`config.mk`:
```
export PLATFORM = sky130hd
export DESIGN_NAME = chi_slice_stage
export DESIGN_NICKNAME = d
export VERILOG_FILES = /design/src/rtl/chi_slice_stage.sv
export SDC_FILE = /design/constraint.sdc
export NUM_CORES = 1
export LEC_CHECK = 0
export ABC_AREA = 1
export BUFFER_PORTS_ARGS = -buffer_cell sky130_fd_sc_hd__buf_2
export CORE_MARGIN = 1.5
export CORE_UTILIZATION = 53
export DETAILED_ROUTE_END_ITERATION = 7
export GPL_TIMING_DRIVEN = 1
export PLACE_DENSITY_LB_ADDON = 0.08
export REMOVE_ABC_BUFFERS = 1
export SYNTH_ARGS = -nofsm -noshare
export SYNTH_HDL_FRONTEND = slang
export SYNTH_SLANG_ARGS = --single-unit
```
`constraint.sdc`:
```
create_clock -name clk -period 2 [get_ports clk]
set_clock_uncertainty 0.2 [all_clocks]
set_input_delay 0.2 -clock clk [delete_from_list [all_inputs] [get_ports clk]]
set_output_delay 0.2 -clock clk [all_outputs]
set_load 0.01 [all_outputs]
```
`src/rtl/chi_slice_stage.sv`:
```
// Keccak-f[1600] chi step, one 25-bit slice per beat, with slice/round tracking for iota.
// Optional CHI_SKID_EN: 2-entry skid buffer with registered in_ready (default: single output register).
module chi_slice_stage #(
  parameter int SLICES = 64,
  parameter int ROUNDS = 24,
  parameter int IDX_W  = $clog2(SLICES)
) (
  input  logic              clk,
  input  logic              rst,
  input  logic              start,
  input  logic              in_valid,
  input  logic [24:0]       in_slice,
  output logic              in_ready,
  output logic              out_valid,
  output logic [24:0]       out_slice,
  input  logic              out_ready,
  output logic [IDX_W-1:0]  slice_idx,
  output logic [4:0]        turn,
  output logic              round_done,
  output logic              perm_done,
  output logic              busy
);

  localparam int TOTAL = SLICES * ROUNDS;
  localparam int CNT_W = $clog2(TOTAL + 1);

  typedef enum logic [1:0] {ST_IDLE = 2'd0, ST_RUN = 2'd1, ST_DONE = 2'd2} state_t;

  state_t           state_q;
  logic [IDX_W-1:0] slice_idx_q;
  logic [4:0]       turn_q;
  logic [CNT_W-1:0] in_cnt_q;
  logic             round_done_q;
  logic             perm_done_q;
  logic             in_fire_s;
  logic             out_fire_s;
  logic             last_slice_s;
  logic             last_out_s;

  // Lane k = 5y+x lives at bit 24-k; each lane is flipped by (~next & next-next) within its row.
  function automatic logic [24:0] chi_f(input logic [24:0] a);
    logic [24:0] r;
    r = 25'h0;
    for (int y = 0; y < 5; y++) begin
      for (int x = 0; x < 5; x++) begin
        r[24 - (5*y + x)] = a[24 - (5*y + x)]
                          ^ (~a[24 - (5*y + (x+1)%5)] & a[24 - (5*y + (x+2)%5)]);
      end
    end
    return r;
  endfunction

  assign in_fire_s    = in_valid & in_ready;
  assign out_fire_s   = out_valid & out_ready;
  assign last_slice_s = (slice_idx_q == IDX_W'(SLICES - 1));
  assign last_out_s   = last_slice_s && (turn_q == 5'(ROUNDS - 1));

  assign slice_idx  = slice_idx_q;
  assign turn       = turn_q;
  assign round_done = round_done_q;
  assign perm_done  = perm_done_q;
  assign busy       = (state_q != ST_IDLE);

  // Control FSM: counters move only on downstream transfer; in_cnt_q caps intake at one permutation.
  always_ff @(posedge clk or negedge rst) begin
    if (!rst) begin
      state_q      <= ST_IDLE;
      slice_idx_q  <= '0;
      turn_q       <= 5'd0;
      in_cnt_q     <= '0;
      round_done_q <= 1'b0;
      perm_done_q  <= 1'b0;
    end else begin
      round_done_q <= 1'b0;
      perm_done_q  <= 1'b0;
      case (state_q)
        ST_IDLE: begin
          if (start) begin
            state_q     <= ST_RUN;
            slice_idx_q <= '0;
            turn_q      <= 5'd0;
            in_cnt_q    <= '0;
          end else begin
            state_q <= ST_IDLE;
          end
        end
        ST_RUN: begin
          if (in_fire_s) begin
            in_cnt_q <= in_cnt_q + CNT_W'(1);
          end else begin
            in_cnt_q <= in_cnt_q;
          end
          if (out_fire_s) begin
            if (last_slice_s) begin
              slice_idx_q  <= '0;
              round_done_q <= 1'b1;
              if (last_out_s) begin
                turn_q      <= 5'd0;
                perm_done_q <= 1'b1;
                state_q     <= ST_DONE;
              end else begin
                turn_q <= turn_q + 5'd1;
              end
            end else begin
              slice_idx_q <= slice_idx_q + IDX_W'(1);
            end
          end else begin
            slice_idx_q <= slice_idx_q;
          end
        end
        ST_DONE: state_q <= ST_IDLE;
        default: state_q <= ST_IDLE;
      endcase
    end
  end

`ifdef CHI_SKID_EN
  logic [24:0]      mem_q [2];
  logic             rd_q;
  logic             wr_q;
  logic [1:0]       cnt_q;
  logic             in_ready_q;
  logic [1:0]       cnt_d;
  logic             run_d;
  logic [CNT_W-1:0] in_cnt_d;
  logic             in_ready_d;

  assign out_valid = (cnt_q != 2'd0);
  assign out_slice = mem_q[rd_q];
  assign in_ready  = in_ready_q;

  // Next-cycle view of occupancy, FSM and intake so in_ready can be registered.
  always_comb begin
    cnt_d = cnt_q;
    if (in_fire_s && !out_fire_s) begin
      cnt_d = cnt_q + 2'd1;
    end else if (!in_fire_s && out_fire_s) begin
      cnt_d = cnt_q - 2'd1;
    end else begin
      cnt_d = cnt_q;
    end
    run_d      = ((state_q == ST_IDLE) && start) ||
                 ((state_q == ST_RUN) && !(out_fire_s && last_out_s));
    in_cnt_d   = (state_q == ST_IDLE) ? '0 : (in_cnt_q + CNT_W'(in_fire_s));
    in_ready_d = run_d && (cnt_d != 2'd2) && (in_cnt_d < CNT_W'(TOTAL));
  end

  // Two-entry skid storage; the head entry drives out_slice.
  always_ff @(posedge clk or negedge rst) begin
    if (!rst) begin
      for (int i = 0; i < 2; i++) begin
        mem_q[i] <= 25'h0;
      end
      rd_q       <= 1'b0;
      wr_q       <= 1'b0;
      cnt_q      <= 2'd0;
      in_ready_q <= 1'b0;
    end else begin
      if (in_fire_s) begin
        mem_q[wr_q] <= chi_f(in_slice);
        wr_q        <= ~wr_q;
      end else begin
        wr_q <= wr_q;
      end
      if (out_fire_s) begin
        rd_q <= ~rd_q;
      end else begin
        rd_q <= rd_q;
      end
      cnt_q      <= cnt_d;
      in_ready_q <= in_ready_d;
    end
  end
`else
  logic        out_valid_q;
  logic [24:0] out_slice_q;

  assign out_valid = out_valid_q;
  assign out_slice = out_slice_q;
  assign in_ready  = (state_q == ST_RUN) && (in_cnt_q < CNT_W'(TOTAL)) &&
                     (!out_valid_q || out_ready);

  // Single output register; refilled in the same cycle it drains, held while stalled.
  always_ff @(posedge clk or negedge rst) begin
    if (!rst) begin
      out_valid_q <= 1'b0;
      out_slice_q <= 25'h0;
    end else if (in_fire_s) begin
      out_valid_q <= 1'b1;
      out_slice_q <= chi_f(in_slice);
    end else if (out_fire_s) begin
      out_valid_q <= 1'b0;
      out_slice_q <= out_slice_q;
    end else begin
      out_valid_q <= out_valid_q;
      out_slice_q <= out_slice_q;
    end
  end
`endif

endmodule

```
==> summary.txt, run 1 <==
Yosys
  – Synthesis-stage register bit count: 52
  – Count leader, synth: nand2_1
  – Commonest cells in the netlist: 93 x nand2_1, 52 x dfrtp_1, 36 x inv_1, 33 x nor2_1, 33 x o21ai_1
  – Cells after Synth: approximately 340
  – Warnings from Yosys: 0
  – Primary FF master, synth: dfrtp_1
  – FFs w/ async S/R, synth: 100.0%
  – Syn avg cell area: 8.116 um2
  – Seq/Total Area, Yosys: 47.29%
  – Post-synth EDFFs: 0
  – Unique masters post-synth: 25
  – Synthesized area: approximately 2800 um2
  – Top cells by area, synth: dfrtp_1 47%, nand2_1 13%, xor2_1 8.6%
  – Cell taking the most area after synthesis: dfrtp_1
  – Post-synth top area share: a little under half

Finish
  – Diode count: 0
  – Finished Layout Cells: 491
  – Area Overhead vs Synth: 22.33%
  – Final nets: ~450
  – Layout cells sized above 1: about 23%

Timing
  – Fmax: between 500 and 600 MHz
  – RSZ-0062 raised after global routing: no
  – Worst Tran Pin Value: ~0.55 ns
  – Post-route setup slack: 0.2242 ns
  – Min Tclk post-route: approximately 1.8 ns
  – Final hold violation count: 0
  – Fin crit share: 88.79%
  – Worst slew margin: 63.46%
  – TNS Setup: 0 ns
  – Fin. max-slew vios: 0
  – # setup viols final: 0

Global routing
  – Largest net degree at the start of global routing: 52
  – Total GRT Usage: between 20% and 30%
  – Grt total ovfl: 0
  – First-pass GRT wire length: between 8 and 9 mm
  – Initial antenna violation count: 0
  – Vias in the first global route: 2146

Clocking
  – Clock Path Buffers: 2
  – CTS Buf Count: 5
  – Worst-path clk slew: 0.10 ns
  – Clock sink count: 52
  – Post-CTS resize count: 0
  – Root Buffer: clkbuf_8
  – Clk_lat worst skew: around 0.3 ns
  – CTS H-Tree Depth: 2
  – CTS tree: built

Power and ir drop
  – VDD IR max: ~530 uV
  – Power density cells: slightly below 1000 nW/um2
  – Cell leakage power: 0.001787 uW

Critical path
  – Reg2reg start: state_q[1]
  – Crit-path slowest cell: dfrtp_1
  – Reg2reg path depth: 5
  – Worst setup SP type: flop
  – CP Max Fanout: 15
  – Reg2Reg Capture Point: out_slice[2]
  – Critical path's top delay family: flip-flops
  – Critical path class: reg -> out
  – Worst EP arrival: between 1 and 1.5 ns
  – CP peak stage delay: 0.45 ns
  – CP Depth: 4
  – Flop-to-flop setup slack: about 0.27 ns
  – Data required time at the worst endpoint: around 1.6 ns
  – Crit path cell chain: nor2_8 -> nand3_1 -> inv_1 -> buf_2
  – Worst Setup EP: in_ready
  – Crit end category: primary output
  – CP startpoint: state_q[1]
  – Buf/Inv on CP: 2

Detailed routing
  – 1st-iter DRT viols: 96
  – DR vias/cell: 4.831
  – Post-route ant nets: 0
  – DRC: 0
  – Post-DR wirelength/cell: between 10 and 15 um
  – Via Count: around 2.4k
  – First-pass iteration count of the detailed router: 4
  – Routed WL: 5.433 mm

Floorplan
  – Top Ports: approximately 70
  – Die W: around 75 um
  – Total core area: 5042 um2
  – Rows: 26
  – Die height: between 70 and 80 um
  – Die area: 5633 um2
  – Starting Density: 54.57%

Status
  – Outcome: finished clean

Placed design
  – IO Port Bufs: 70
  – Global placer's final weighted congestion: about 0.86
  – Post-Place Cells: 475
  – Place WS: 0.2823 ns
  – Hpwl dp: a little under 4 mm

Run
  – Max Cap Viol: 0

Hold path
  – Min-delay src: in_slice[24]
  – Worst hold path class: in -> reg
==> tightest hold or removal path, delay by kind of cell <==
family	cells	cell delay, ns
AO/OA/AOI/OAI	1	0.11
buffers and inverters	1	0.10
XOR/XNOR	1	0.07
==> metrics by stage <==
stage                     util, %  power (uW)  hold WS, ns  area (um2)
final                       66.75        3246     0.007950        3366
after global routing        66.75        3495      0.01214        3366
after CTS                   66.75        3282    0.0003132        3366
after detailed placement    62.88        2522      0.02693        3171
after global placement      62.88        2497      0.01980        3171
after floorplan                 -        2113      -0.2956        2710
==> routing by layer <==
layer  vias to the layer above  share of wire (%)  global-route usage [%]
met3                         8                5.8                   5.622
li1                       1218                  -                       -
met2                        68                 49                   35.89
met5                         -                  0                       0
met4                         0                1.1                   5.253
met1                      1078                 44                   25.28
==> repair_timing <==
| item | 4_1_cts | 5_1_grt |
|---|---|---|
| hold endpoints to repair | 30 | 0 |
| buffers inserted | 0 | 0 |
| hold buffers | 8 | 0 |
==> worst min-delay path by stage <==
stage,endpoint,cells after the start,slack [ns]
floorplan,in_cnt_q[0],0,-0.30
global placement,out_slice[1],1,0.02
detailed placement,out_slice[4],1,0.03
CTS,out_slice[24],3,0.0003
global route,round_done,3,0.01
finish,out_slice[24],3,0.008
==> area by class of cell <==
type,instances,area (um2)
clock buffer,5,68.82
clock inverter,3,46.29
fill,417,1677
inverter,41,153.9
multi-input combinational,239,1255
sequential,52,1301
tap,70,87.58
timing repair buffer,81,452.9
==> report_power, final <==
part / internal, uW / switching [uW] / total [uW]
clock: 377 / 359 / 736
combinational: 418 / 576 / 994
sequential: 1310 / 209 / 1520
total: 2100 / 1140 / 3250
==> cell usage in the layout, fill, tap and decap left out, types with 7 or more instances in the layout <==
cell / instances
dfrtp_1: 52
buf_2: 70
xor2_1: 27
nand3_1: 19
dlygate4sd3_1: 8
o21ai_0: 7
nand2_1: 93
o21ai_1: 33
nor2_1: 33
inv_1: 36
==> flip-flops by register name, indices dropped and copies added (netlist names) <==
register / cells
perm_done: 1
state_q: 2
round_done: 1
turn: 5
out_slice: 25
out_valid: 1
in_cnt_q: 11
slice_idx: 6
==> cells by family (layout without fill, tap and decap cells) <==
kind of cell               count (synthesis)  in the layout  share of synthesized area (%)
xor gates and xnor gates                  29             29                          9.232
DFF                                       52             52                          47.29
buffers and inverters                     48            130                          7.094
adders and majority gates                  3              3                          1.364
and+or+nand+nor                          160            160                          26.28
AOI/OAI and AO/OA                         47             47                          8.731
(Power assumes the default switching activity.)
==> run 2, diff against run 1 <==
--- a/config.mk
+++ b/config.mk
@@ -11,6 +11,7 @@
 export CORE_UTILIZATION = 53
 export DETAILED_ROUTE_END_ITERATION = 7
 export GPL_TIMING_DRIVEN = 1
+export HOLD_SLACK_MARGIN = 0.05
 export PLACE_DENSITY_LB_ADDON = 0.08
 export REMOVE_ABC_BUFFERS = 1
 export SYNTH_ARGS = -nofsm -noshare
==> run 2 against run 1 <==
- fmax shrank 0.18%
- critical path type unchanged
- register-to-register slack is essentially flat
- clock-buffer cell count unchanged
- wire length grew 4.7%
==> summary.txt, run 2 (synthesis results as in run 1) <==
Critical path
  – Buf/Inv on CP: 2 (unchanged)
  – Worst EP arrival: 1.38 ns (about the same)
  – Critical path class: reg -> out (unchanged)
  – CP Max Fanout: 15 (unchanged)
  – CP peak stage delay: 0.45 ns (about the same)
  – Worst setup SP type: flop (unchanged)
  – Crit end category: primary output (unchanged)
  – Crit path cell chain: nor2_8 -> nand3_1 -> inv_1 -> buf_2 (unchanged)
  – Crit-path slowest cell: dfrtp_1 (unchanged)
  – Data required time at the worst endpoint: 1.60 ns (about the same)
  – Critical path's top delay family: flip-flops (unchanged)

Floorplan
  – Die area: 5633 um2 (unchanged)
  – Die W: 75.05 um (unchanged)
  – Total core area: 5042 um2 (unchanged)
  – Die height: 75.05 um (unchanged)
  – Starting Density: 54.57% (unchanged)
  – Rows: 26 (unchanged)
  – Top Ports: 71 (unchanged)

Timing
  – Fin Hold WS: 0.05377 ns (was 0.007950 ns)
  – TNS Setup: 0 ns (unchanged)
  – Min Tclk post-route: 1.779 ns (was 1.776 ns)
  – Worst slew margin: 63.46% (about the same)
  – RSZ-0062 raised after global routing: no (unchanged)
  – Fin. max-slew vios: 0 (unchanged)
  – # setup viols final: 0 (unchanged)
  – Fin crit share: 88.95% (was 88.79%)
  – Final hold violation count: 0 (unchanged)
  – Worst Tran Pin Value: 0.5481 ns (was 0.5482 ns)
  – Fmax: 562.1 MHz (was 563.1 MHz)

Placed design
  – Hpwl dp: 3.941 mm (unchanged)
  – Global placer's final weighted congestion: 0.8580 (unchanged)
  – IO Port Bufs: 70 (unchanged)
  – Placed cell area: 3171 um2 (unchanged)

Finish
  – Most frequent cells in the layout: 93 x nand2_1, 70 x buf_2, 52 x dfrtp_1 (unchanged)
  – Layout cells sized above 1: 22.51% (was 23.04%)
  – Design Area, Final: 3466 um2 (was 3366 um2)
  – Diode count: 0 (unchanged)
  – Most common cell after layout, fill and taps aside: nand2_1 (unchanged)
  – Max FFs per register: 25 (unchanged)
  – Area Overhead vs Synth: 25.97% (was 22.33%)
  – Final nets: 463 (was 453)

Clocking
  – Root Buffer: clkbuf_8 (unchanged)
  – CTS tree: built (unchanged)
  – Worst-path clk slew: 0.10 ns (about the same)
  – CTS H-Tree Depth: 2 (unchanged)
  – Clock Path Buffers: 2 (unchanged)
  – CTS Buf Count: 5 (unchanged)
  – Clock sink count: 52 (unchanged)
  – Post-CTS resize count: 0 (unchanged)
  – Clk_lat worst skew: 0.30 ns (about the same)

Global routing
  – Vias in the first global route: 2211 (was 2146)
  – Initial antenna violation count: 0 (unchanged)
  – Grt total ovfl: 0 (unchanged)
  – Largest net degree at the start of global routing: 52 (unchanged)
  – Total GRT Usage: 21.34% (was 20.60%)
  – First-pass GRT wire length: 9.287 mm (was 8.956 mm)

Detailed routing
  – Via Count: 2423 (was 2372)
  – Routed WL: 5.687 mm (was 5.433 mm)
  – Post-route ant nets: 0 (unchanged)
  – 1st-iter DRT viols: 107 (was 96)
  – First-pass iteration count of the detailed router: 4 (unchanged)
  – DRC: 0 (unchanged)
  – Post-DR wirelength/cell: 11.35 um (was 11.07 um)
  – DR vias/cell: 4.836 (was 4.831)

Power and ir drop
  – Power density cells: 943.3 nW/um2 (was 964.5 nW/um2)
  – VDD IR max: 523.5 uV (was 526.6 uV)
  – Cell leakage power: 0.001829 uW (was 0.001787 uW)
  – Total power draw: 3269 uW (was 3246 uW)

Status
  – Outcome: finished clean (unchanged)

Hold path
  – Worst hold path class: in -> reg (unchanged)

Run
  – Max Cap Viol: 0 (unchanged)
[run 2: metal layers]
metal / vias to the layer above / routed length, um / track usage, %
met1: 1111 / 2483 / 25.96
met4: 0 / 61 / 5.253
li1: 1239 / - / -
met5: - / 0 / 0
met2: 65 / 2829 / 37.56
met3: 8 / 313 / 5.756
[run 2: repair_timing]
action	in CTS	in global routing
endpoints found under the hold margin	44	0
hold buffers	18	0
setup buffers	0	0
[run 2: final timing paths]
check	from	to	slack, ns	cells past startpoint
setup / recovery	state_q[1]	in_ready	0.22	4
hold / removal	start	state_q[0]	0.05	3
setup reg to reg	state_q[1]	out_slice[2]	0.27	5
hold reg to reg	out_slice[11]	out_slice[11]	0.29	2
max in group asynchronous	rst	state_q[1]	0.78	3
min in group asynchronous	rst	out_slice[9]	0.21	2
[run 2: through the flow]
| step | utilization [%] | std cells | worst slack, ns |
|---|---|---|---|
| floorplan | - | 332 | 0.08090 |
| global placement | 62.88 | 475 | 0.2916 |
| detailed placement | 62.88 | 475 | 0.2823 |
| CTS | 68.73 | 501 | 0.1910 |
| global route | 68.73 | 501 | 0.1040 |
| finish | 68.73 | 501 | 0.2210 |
[run 2: area by class of cell]
cell class	count	area, um2
tap	70	87.58
fill	400	1577
clock buffer	5	68.82
timing repair buffer	91	553.0
inverter	41	153.9
clock inverter	3	46.29
sequential	52	1301
multi-input combinational	239	1255
[run 2: power breakdown]
group	switching [uW]	total (uW)	leakage, uW	internal [uW]
registers	208	1510	0.000661	1310
clock network	366	743	0.0000548	377
logic	580	1010	0.00111	431
[run 2: worst min-delay path, cell delays in order]
cell and delay [ns]:
buf_2 0.11, nand3_4 0.15, nand2_1 0.07
==> run 3, diff against run 2 <==
--- a/config.mk
+++ b/config.mk
@@ -5,15 +5,13 @@
 export SDC_FILE = /design/constraint.sdc
 export NUM_CORES = 1
 export LEC_CHECK = 0
-export ABC_AREA = 1
 export BUFFER_PORTS_ARGS = -buffer_cell sky130_fd_sc_hd__buf_2
 export CORE_MARGIN = 1.5
-export CORE_UTILIZATION = 53
+export CORE_UTILIZATION = 52
 export DETAILED_ROUTE_END_ITERATION = 7
 export GPL_TIMING_DRIVEN = 1
 export HOLD_SLACK_MARGIN = 0.05
 export PLACE_DENSITY_LB_ADDON = 0.08
-export REMOVE_ABC_BUFFERS = 1
 export SYNTH_ARGS = -nofsm -noshare
 export SYNTH_HDL_FRONTEND = slang
 export SYNTH_SLANG_ARGS = --single-unit
==> run 3 against run 2 <==
- register-to-register slack worse by 0.18 ns
- fmax down 6.9%
- highest routed layer unchanged
- hold slack better by 0.052 ns
- clock power up 11%
- sequential power down 9%
- worst setup slack worse by 0.13 ns
- flip-flop and latch count unchanged
- sequential share of layout area down 0.16 points
==> summary.txt, run 3 <==
Critical path
  – Worst EP arrival: 1.94 ns (was 1.38 ns)
  – Worst setup SP type: flop (unchanged)
  – CP Max Fanout: 6 (was 15)
  – Reg2reg start: slice_idx[0] (was state_q[1])
  – Flop-to-flop setup slack: 0.09 ns (was 0.27 ns)
  – Critical path class: reg -> reg (was reg -> out)
  – Crit end category: flop (was primary output)
  – CP peak stage delay: 0.42 ns (was 0.45 ns)
  – Reg2reg path depth: 5 (unchanged)
  – Crit-path slowest cell: dfrtp_1 (unchanged)
  – Data required time at the worst endpoint: 2.03 ns (was 1.60 ns)
  – Reg2Reg Capture Point: slice_idx[3] (was out_slice[2])
  – Crit path cell chain: ha_1 -> and4_1 -> and2_2 -> or3_1 -> a31oi_1 (was nor2_8 -> nand3_1 -> inv_1 -> buf_2)

Yosys
  – Top cells by area, synth: dfrtp_1 50%, xnor2_1 8.4%, nor2b_1 6.0% (was dfrtp_1 47%, nand2_1 13%, xor2_1 8.6%)
  – Syn avg cell area: 9.715 um2 (was 8.116 um2)
  – Cell taking the most area after synthesis: dfrtp_1 (unchanged)
  – Cells after Synth: 268 (was 339)
  – Post-synth top area share: 49.98% (was 47.29%)
  – Commonest cells in the netlist: 52 x dfrtp_1, 40 x nand2_1, 31 x o21ai_0, 25 x nor2b_1, 25 x xnor2_1 (was 93 x nand2_1, 52 x dfrtp_1, 36 x inv_1, 33 x nor2_1, 33 x o21ai_1)
  – Synthesized area: 2604 um2 (was 2751 um2)
  – Count leader, synth: dfrtp_1 (was nand2_1)
  – Synthesis-stage register bit count: 52 (unchanged)
  – Warnings from Yosys: 0 (unchanged)
  – FFs w/ async S/R, synth: 100.0% (unchanged)
  – Synthesized net count: approximately 300
  – Unique masters post-synth: 42 (was 25)
  – Post-synth EDFFs: 0 (unchanged)
  – Primary FF master, synth: dfrtp_1 (unchanged)
  – Seq/Total Area, Yosys: 49.98% (was 47.29%)

Timing
  – RSZ-0062 raised after global routing: no (unchanged)
  – # setup viols final: 0 (unchanged)
  – Worst slew margin: 70.19% (was 63.46%)
  – Fin Hold WS: 0.1058 ns (was 0.05377 ns)
  – Min Tclk post-route: 1.910 ns (was 1.779 ns)
  – Fin. max-slew vios: 0 (unchanged)
  – Worst Tran Pin Value: 0.4472 ns (was 0.5481 ns)
  – Fin crit share: 95.50% (was 88.95%)
  – Fmax: 523.6 MHz (was 562.1 MHz)
  – Final hold violation count: 0 (unchanged)
  – TNS Setup: 0 ns (unchanged)

Clocking
  – Worst-path clk slew: 0.09 ns (was 0.10 ns)
  – CTS tree: built (unchanged)
  – Root Buffer: clkbuf_8 (unchanged)
  – Clock Path Buffers: 2 (unchanged)
  – CTS Buf Count: 5 (unchanged)
  – Clk_lat worst skew: 0.30 ns (about the same)
  – Setup Buffers After CTS: 0 (unchanged)
  – Clock sink count: 52 (unchanged)
  – CTS H-Tree Depth: 2 (unchanged)

Global routing
  – Largest net degree at the start of global routing: 56 (was 52)
  – Vias in the first global route: 2133 (was 2211)
  – First-pass GRT wire length: 9.853 mm (was 9.287 mm)
  – Initial antenna violation count: 0 (unchanged)
  – Grt total ovfl: 0 (unchanged)
  – Total GRT Usage: 23.41% (was 21.34%)

Power and ir drop
  – Cell internal pwr: 2049 uW (was 2115 uW)
  – VDD IR max: 421.3 uV (was 523.5 uV)
  – Sequential power share: 47.1% (was 46.3%)
  – Total power draw: 2907 uW (was 3269 uW)
  – Switching power: 857.9 uW (was 1154 uW)
  – Sw Share: 29.51% (was 35.31%)
  – Clk pwr share: 28.5% (was 22.7%)
  – Cell leakage power: 0.001631 uW (was 0.001829 uW)
  – Combinational power share: 24.4% (was 30.9%)
  – Power density cells: 835.2 nW/um2 (was 943.3 nW/um2)

Floorplan
  – Rows: 25 (was 26)
  – Die W: 73.76 um (was 75.05 um)
  – Starting Density: 54.41% (was 54.57%)
  – Total core area: 4786 um2 (was 5042 um2)
  – Die area: 5441 um2 (was 5633 um2)
  – Die height: 73.76 um (was 75.05 um)
  – Top Ports: 71 (unchanged)

Detailed routing
  – DR vias/cell: 5.232 (was 4.836)
  – Routed WL: 6.052 mm (was 5.687 mm)
  – Post-DR wirelength/cell: 13.79 um (was 11.35 um)
  – Via Count: 2297 (was 2423)
  – Post-route ant nets: 0 (unchanged)
  – DRC: 0 (unchanged)
  – First-pass iteration count of the detailed router: 4 (unchanged)
  – 1st-iter DRT viols: 188 (was 107)

Hold path
  – Hold Path End: state_q[0] (unchanged)
  – Worst hold path class: in -> reg (unchanged)
  – Hold Path Stages: 4 (was 3)
  – Min-delay src: out_ready (was start)

Finish
  – Layout cells sized above 1: 25.81% (was 22.51%)
  – Diode count: 0 (unchanged)
  – Final nets: 405 (was 463)
  – Most common cell after layout, fill and taps aside: buf_2 (was nand2_1)
  – Util after Layout: 72.73% (was 68.73%)
  – Design Area, Final: 3481 um2 (was 3466 um2)
  – Area Overhead vs Synth: 33.69% (was 25.97%)
  – Most frequent cells in the layout: 70 x buf_2, 52 x dfrtp_1, 40 x nand2_1 (was 93 x nand2_1, 70 x buf_2, 52 x dfrtp_1)
  – Max FFs per register: 25 (unchanged)

Placed design
  – Global placer's final weighted congestion: 0.8523 (was 0.8580)
  – Placed cell area: 3087 um2 (was 3171 um2)
  – IO Port Bufs: 70 (unchanged)
  – Hpwl dp: 3.978 mm (was 3.941 mm)

Run
  – Max Cap Viol: 0 (unchanged)

Status
  – Outcome: finished clean (unchanged)
## run 3: power groups by stage
| stage | combinational (uW) | clock (uW) | sequential (uW) |
|---|---|---|---|
| floorplan | 309 | 0 | 1440 |
| CTS | 710 | 844 | 1370 |
| finish | 710 | 828 | 1370 |
| global placement | 656 | 0 | 1380 |
| detailed placement | 670 | 0 | 1390 |
| global route | 796 | 877 | 1400 |
## run 3: logic make-up (layout without fill, tap and decap cells)
logic type / after synthesis / count (layout) / share of synthesized area [%]
AOI/OAI and AO/OA: 57 / 57 / 12.83
adders and majority gates: 3 / 3 / 1.442
DFF: 52 / 52 / 49.98
buffers and inverters: 14 / 118 / 2.499
muxes: 3 / 3 / 1.201
and+or+nand+nor: 111 / 111 / 22.63
xor gates and xnor gates: 28 / 28 / 9.419
## run 3: cell type report
type	count	area [um2]
well taps	67	83.83
clock buffers	5	68.82
inverters	3	11.26
repair buffers	108	713.2
multi-input cells	202	1242
clock inverters	2	60.06
flip-flops and latches	52	1301
fillers	358	1305
## run 3: metrics by stage
| stage | cells | setup WS, ns |
|---|---|---|
| floorplan | 268 | 0.09476 |
| global placement | 406 | 0.1679 |
| detailed placement | 406 | 0.09706 |
| CTS | 439 | 0.05602 |
| global route | 439 | 0.00002442 |
| finish | 439 | 0.09003 |
## run 3: repair_timing
action / CTS / global route
resized for setup: 0 / 3
endpoints found under the hold margin: 77 / 0
hold buffers: 26 / 0
endpoints found under the setup margin: 0 / 3
## run 3: how the worst max path moves through the flow
stage,start,slack (ns),end,depth (start not counted)
finish,slice_idx[0],0.09,slice_idx[3],5
floorplan,slice_idx[0],0.09,slice_idx[3],6
global placement,in_cnt_q[10],0.17,in_cnt_q[9],5
detailed placement,in_cnt_q[10],0.1,in_cnt_q[9],5
CTS,in_cnt_q[10],0.06,in_cnt_q[9],5
global route,slice_idx[0],0.00002,slice_idx[3],5
## run 3: critical path: cells and delay by family, from the launching register on
kind,cells,cell delay (ns)
simple gates,3,0.81
flops,1,0.42
fa+ha+maj,1,0.24
compound gates,1,0.16
## run 3: per-layer routing
layer / share of wire [%] / vias to the layer above / global-route usage [%]
met5: 0 / - / 0
met3: 5.8 / 13 / 5.624
met2: 50 / 74 / 40.04
li1: - / 1134 / -
met1: 43 / 1076 / 29.28
met4: 2.0 / 0 / 6.996
